`src/rtl/gray_codec_pipe.sv`:
```
// Registered binary<->Gray converter with one-word output buffer and a
// Gray-adjacency checker that counts steps whose Hamming distance is not one.
module gray_codec_pipe #(
    parameter int unsigned WIDTH = 4,
    parameter int unsigned CNT_W = 8
) (
    input  logic             clk,
    input  logic             rst_n,
    input  logic             mode,
    input  logic             clr,
    input  logic             in_valid,
    output logic             in_ready,
    input  logic [WIDTH-1:0] in_data,
    output logic             out_valid,
    input  logic             out_ready,
    output logic [WIDTH-1:0] out_data,
    output logic             step_err,
    output logic [CNT_W-1:0] err_cnt
);

    logic [WIDTH-1:0] bin_to_gray;
    logic [WIDTH-1:0] gray_to_bin;
    logic [WIDTH-1:0] conv;
    logic [WIDTH-1:0] gray_val;
    logic [WIDTH-1:0] diff;
    logic [WIDTH-1:0] prev_gray;
    logic             has_prev;
    logic             one_hot;
    logic             err_next;
    logic             accept;

    assign in_ready = !out_valid || out_ready;
    assign accept   = in_valid && in_ready;

    assign bin_to_gray = in_data ^ (in_data >> 1);

    always_comb begin
        gray_to_bin = '0;
        gray_to_bin[WIDTH-1] = in_data[WIDTH-1];
        for (int unsigned k = 1; k < WIDTH; k++) begin
            gray_to_bin[WIDTH-1-k] = gray_to_bin[WIDTH-k] ^ in_data[WIDTH-1-k];
        end
    end

    assign conv     = mode ? gray_to_bin : bin_to_gray;
    assign gray_val = mode ? in_data : bin_to_gray;

    // Distance is exactly one iff the XOR is non-zero with a single bit set.
    assign diff     = gray_val ^ prev_gray;
    assign one_hot  = (diff != '0) && ((diff & (diff - WIDTH'(1))) == '0);
    assign err_next = has_prev && !clr && !one_hot;

    always_ff @(posedge clk or negedge rst_n) begin
        if (!rst_n) begin
            out_valid <= 1'b0;
            out_data  <= '0;
            step_err  <= 1'b0;
        end else if (accept) begin
            out_valid <= 1'b1;
            out_data  <= conv;
            step_err  <= err_next;
        end else if (out_ready) begin
            out_valid <= 1'b0;
        end
    end

    always_ff @(posedge clk or negedge rst_n) begin
        if (!rst_n) begin
            prev_gray <= '0;
            has_prev  <= 1'b0;
        end else if (accept) begin
            prev_gray <= gray_val;
            has_prev  <= 1'b1;
        end else if (clr) begin
            has_prev  <= 1'b0;
        end
    end

    always_ff @(posedge clk or negedge rst_n) begin
        if (!rst_n) begin
            err_cnt <= '0;
        end else if (clr) begin
            err_cnt <= '0;
        end else if (accept && err_next && (err_cnt != '1)) begin
            err_cnt <= err_cnt + CNT_W'(1);
        end
    end

endmodule
```
`config.mk`:
```
export PLATFORM = sky130hd
export DESIGN_NAME = gray_codec_pipe
export DESIGN_NICKNAME = d
export VERILOG_FILES = /design/src/rtl/gray_codec_pipe.sv
export SDC_FILE = /design/constraint.sdc
export NUM_CORES = 1
export LEC_CHECK = 0
export BUFFER_PORTS_ARGS = -buffer_cell sky130_fd_sc_hd__buf_2
export CAP_MARGIN = 30
export CORE_MARGIN = 2
export CORE_UTILIZATION = 56
export CTS_BUF_LIST = sky130_fd_sc_hd__clkbuf_8
export CTS_CLUSTER_SIZE = 40
export DETAILED_ROUTE_END_ITERATION = 8
export GPL_TIMING_DRIVEN = 0
export PLACE_DENSITY_LB_ADDON = 0.1
export SKIP_LAST_GASP = 1
export SLEW_MARGIN = 20
export SYNTH_ARGS = -nofsm -noshare
export SYNTH_HDL_FRONTEND = slang
export SYNTH_SLANG_ARGS = --single-unit
```
`constraint.sdc`:
```
create_clock -name clk -period 2.2 [get_ports clk]
set_clock_uncertainty 0.05 [all_clocks]
set_input_delay 0.11 -clock clk [delete_from_list [all_inputs] [get_ports clk]]
set_output_delay 0.11 -clock clk [all_outputs]
set_load 0.02 [all_outputs]
```
* Yosys cells after proc, flatten, opt, wreduce, memory -nomap -nowiden
Index checks and enable logic that the tools add are counted.
Word-level totals: bits in registers 19, input bits 10, output and inout port bits 15
Cells by class: add/sub/neg operators 2, equal/unequal tests 1, muxes and demuxes 8, bitwise logic cells 6, reduce and logical (&&, ||, !) cells 15
Operators with widths (count):
- two-way mux 8 bit | 2
- adder 8 x 1 -> 8 bit (second input constant) | 1
- two-way mux 4 bit | 2
- != test 8 bit (second input constant) | 1
- logical AND 1 bit | 6
- nonzero test 2 bit | 3
- bitwise AND 4 bit | 1
- zero test 4 bit | 1
- two-way mux 1 bit | 4
- nonzero test 4 bit | 1
- subtractor 4 x 1 -> 4 bit (second input constant) | 1
- XOR 4 x 3 -> 4 bit | 1
- XOR 4 bit | 1
- zero test 1 bit | 3
- XOR 1 bit | 3
- logical OR 1 bit | 1

* Longest topological paths before layout
depth in word-level cells 13, mapped depth 8, gate-level depth less buffers 6

* Worst setup path after synthesis
Ideal clock, no wire load.
kind register -> register, from register out_valid, to register err_cnt[6], library setup time 104 ps, arrival time 1780 ps, slack 266 ps, cell stages (with the launch flop) 7, path buffers 0, cell sequence dfrtp_1 nand2b_1 nand3_1 nor3_1 nand2_1 o311a_1 a221oi_1
Between the ends: longest elaborated chain between the ends 6
Ends and longest elaborated chain:
- start, declared | line 14 | output logic out_valid,
- start signal, assigned | line 55 | out_valid <= 1'b0;
- start signal, assigned | line 59 | out_valid <= 1'b1;
- start signal, assigned | line 63 | out_valid <= 1'b0;
- zero test 1 bit | line 32 | assign in_ready = !out_valid || out_ready;
- logical OR 1 bit | line 32
- named net in_ready | line 12 | output logic in_ready,
- logical AND 1 bit | line 33 | assign accept = in_valid && in_ready;
- logical AND 1 bit (2 in series) | line 84 | end else if (accept && err_next && (err_cnt != '1)) begin
- nonzero test 2 bit (no source line)
- end signal, assigned | line 85 | err_cnt <= err_cnt + CNT_W'(1);
- end, declared | line 18 | output logic [CNT_W-1:0] err_cnt
The timed path passes the listed nets, and every way through them passes these cells. A chain may end at the register's enable or synchronous reset.

==> impl_metrics.toml <==
[worst_setup_path]
path_cells = "xor2_1 -> xor2_1 -> a211oi_2 -> nand2_1 -> mux2_4"
criticalPathCategory = "register to register"
cp-end-kind = "register"
r2r-end = "err_cnt[1]$_DFFE_PN0P_"
startpoint_type = "register"
rr_startpoint = "out_data[3]$_DFFE_PN0P_"
cp_data_arrival_time_ns = 2.14
path_buf_inv = 0
regToRegSetupSlack_ns = 0.15
critical_path.slowest_cell = "xor2_1"
r2r_cells = 5
crit_top_cell = "xor2_1"
cp_max_fo = 7
critPathMaxStageDelay_ns = 0.46
crit_family = "XOR/XNOR gates"
required_ns = 2.30

[synth]
ys_async_sr_fraction_pct = 100.0
synth_flop_cell = "dfrtp_1"
synth-seq-cells = 18
ys_seq_area_share_pct = 36.59
ys_top_cells_by_count = "18 x dfrtp_1, 12 x nand2_1, 9 x xnor2_1"
netlist_area_mm2 = 0.001231
synth_area_leader_cell = "dfrtp_1"
synth_cell_types = 43
syn_avg_cell_area_um2 = 9.929
syn-num-nets = 135
synth-warning-count = 0
synthTopCellsByArea = "dfrtp_1 37%, xnor2_1 6.4%, nand2_1 3.7%"
synth_top_area_share_pct = 36.59
synth.most_common_cell = "dfrtp_1"
synth_edf_count = 0
synthesis.instances = 124

[clock_tree]
cts_buffer_depth = 2
h-tree-depth = 1
root_buffer = "clkbuf_8"
postCtsSetupBuffers = 0
cts_tree = "yes"
clock_latency_ns = 0.26
cts_buffers = 3
cts.sinks = 18
cts-resized-gates = 0
clk_pin_slew_worst_paths_ns = 0.07

[worst_hold_path]
holdPathStages = 2
hold_end = "out_valid$_DFFE_PN0P_"
min_path_type = "input port to register"
min_from = "in_valid"

[placement]
placed_cells = 172
io_buffer_count = 21
gpl.final_weighted_congestion = 0.8694
pre_cts_ws_ns = 0.1697
hpwl_um = 1826
postPlaceCellArea_mm2 = 0.001370

[power]
p_switching_mw = 0.2958
power_density_mw_per_mm2 = 637.3
power_mw = 0.9058
sw_frac_of_total_pct = 32.65
power_frac_seq_pct = 42.9
combPwrFrac_pct = 31.2
ir_drop_uv = 454.6
p_leak_nw = 0.6592
clkPwrFrac_pct = 26.0
power.internal_mw = 0.6100

[grt]
grt_pass1_wl_um = 4250
grt.total_usage_pct = 22.14
grt_max_degree = 19
gr-total-overflow = 0
grt_pass1_vias = 960
antenna_found_initial = 0

[floorplanning]
core_area_mm2 = 0.002022
die_x_um = 50.89
fp-row-count = 16
io_pins = 25
die_height_um = 50.89
start_util_pct = 60.89
dieArea_mm2 = 0.002590

[route]
first_pass_iters = 4
ant_nets = 0
drt-initial-drc-count = 23
vias = 1033
drc_errors = 0
avgViaCountPerCell = 5.869
wl_um = 2515
wire_per_inst_um = 14.29

[layout]
seqCellArea_um2 = 450.4
nets = 162
fin_area_mm2 = 0.001421
antenna_cells = 0
multi_input_area_um2 = 708.2
nFillCells = 169
drive_gt1_share_pct = 28.86
final_cells = 176
syn2layout_area_growth_pct = 15.45

[run]
drv_cap = 0

[timing]
finalHoldViolCount = 0
layout_setup_ws_ns = 0.1542
timing.fmax_mhz = 488.8
slew_headroom_pct = 66.87
tns_ns = 0
min_period_over_period_pct = 92.99
finalSetupViolations = 0
rsz0062_at_grt = "no"
maxSlewViolCount = 0
min_period_ns = 2.046
tightest_slew_ns = 0.4953

[run_status]
status = "finished, final reports clean"
==> state kept, by name (all words and copies together), names as in the netlist <==
signal / count
err_cnt: 8
out_valid: 1
prev_gray: 3
step_err: 1
out_data: 4
has_prev: 1
==> layer usage <==
layer | wire [um] | vias up | global-route usage [%]
met5 | 0 | - | 0
met2 | 1233 | 35 | 37.28
met3 | 127 | 4 | 4.678
met4 | 34 | 0 | 7.658
met1 | 1119 | 498 | 28.32
li1 | - | 496 | -
==> logic make-up after synthesis <==
group	share of synthesized area (%)
XOR/XNOR	15.35
buffers and inverters	5.894
multiplexers	5.589
AND/OR/NAND/NOR	21.04
AO/OA/AOI/OAI	14.53
adder cells (fa/ha/maj)	1.016
flip-flops	36.59
==> placed cells by master, fill, tap and decap left out, drive strengths merged, types with 2 or more instances in the layout <==
cell / netlist / routed
clkbuf: 2 / 5
a21o: 2 / 2
nand4: 2 / 2
xor2: 5 / 5
nor3: 6 / 6
nand3: 6 / 6
nand2: 12 / 12
mux2: 4 / 4
dfrtp: 18 / 18
and3: 3 / 3
buf: 7 / 28
nor4bb: 2 / 2
a21oi: 2 / 2
nor2: 3 / 3
nand2b: 4 / 4
inv: 4 / 4
a31oi: 2 / 2
a211oi: 3 / 3
nor2b: 6 / 6
xnor2: 9 / 9
o31ai: 2 / 2
mux2i: 2 / 2
o21ai: 7 / 7
==> cell type report <==
class | instances | area share [%]
inverter | 4 | 1.056
multi-input combinational | 93 | 49.82
buffer | 9 | 4.049
tap | 27 | 2.377
sequential | 18 | 31.69
timing repair buffer | 22 | 8.099
clock buffer | 3 | 2.905
==> through the flow <==
step,hold slack [ns],util [%]
finish,0.03857,70.30
global placement,0.01214,67.76
floorplan,-0.2356,-
CTS,0.03832,70.30
detailed placement,0.01172,67.76
global route,0.04202,70.30
==> power by group through the flow <==
stage / Combinational, mW / Clock (mW) / Sequential, mW
2_1_floorplan: 0.186 / 0 / 0.415
3_3_place_gp: 0.268 / 0 / 0.392
3_5_place_dp: 0.278 / 0 / 0.394
4_1_cts: 0.281 / 0.237 / 0.388
5_1_grt: 0.304 / 0.251 / 0.394
6_report: 0.282 / 0.235 / 0.388
==> worst register-to-register path: stages (launching register included) <==
cell and delay (ns):
dfrtp_1 0.44, xor2_1 0.46, xor2_1 0.16, a211oi_2 0.32, nand2_1 0.18, mux2_4 0.33
==> what timing repair did <==
| item | in CTS | in global routing |
|---|---|---|
| hold buffers | 1 | 0 |
| endpoints found under the setup margin | 0 | 0 |
| endpoints found under the hold margin | 18 | 0 |
==> worst max-delay path by stage <==
stage,depth (start not counted),endpoint,slack [ns],startpoint
final,5,err_cnt[1]$_DFFE_PN0P_,0.15,out_data[3]$_DFFE_PN0P_
after global routing,6,err_cnt[6]$_DFFE_PN0P_,0.03,err_cnt[0]$_DFFE_PN0P_
after CTS,7,err_cnt[1]$_DFFE_PN0P_,0.16,prev_gray[2]$_DFFE_PN0P_
after detailed placement,7,err_cnt[1]$_DFFE_PN0P_,0.17,prev_gray[2]$_DFFE_PN0P_
after global placement,7,err_cnt[1]$_DFFE_PN0P_,0.21,prev_gray[2]$_DFFE_PN0P_
after floorplan,6,err_cnt[6]$_DFFE_PN0P_,0.27,out_valid$_DFFE_PN0P_
No activity file was read; power rests on OpenSTA's default activity.
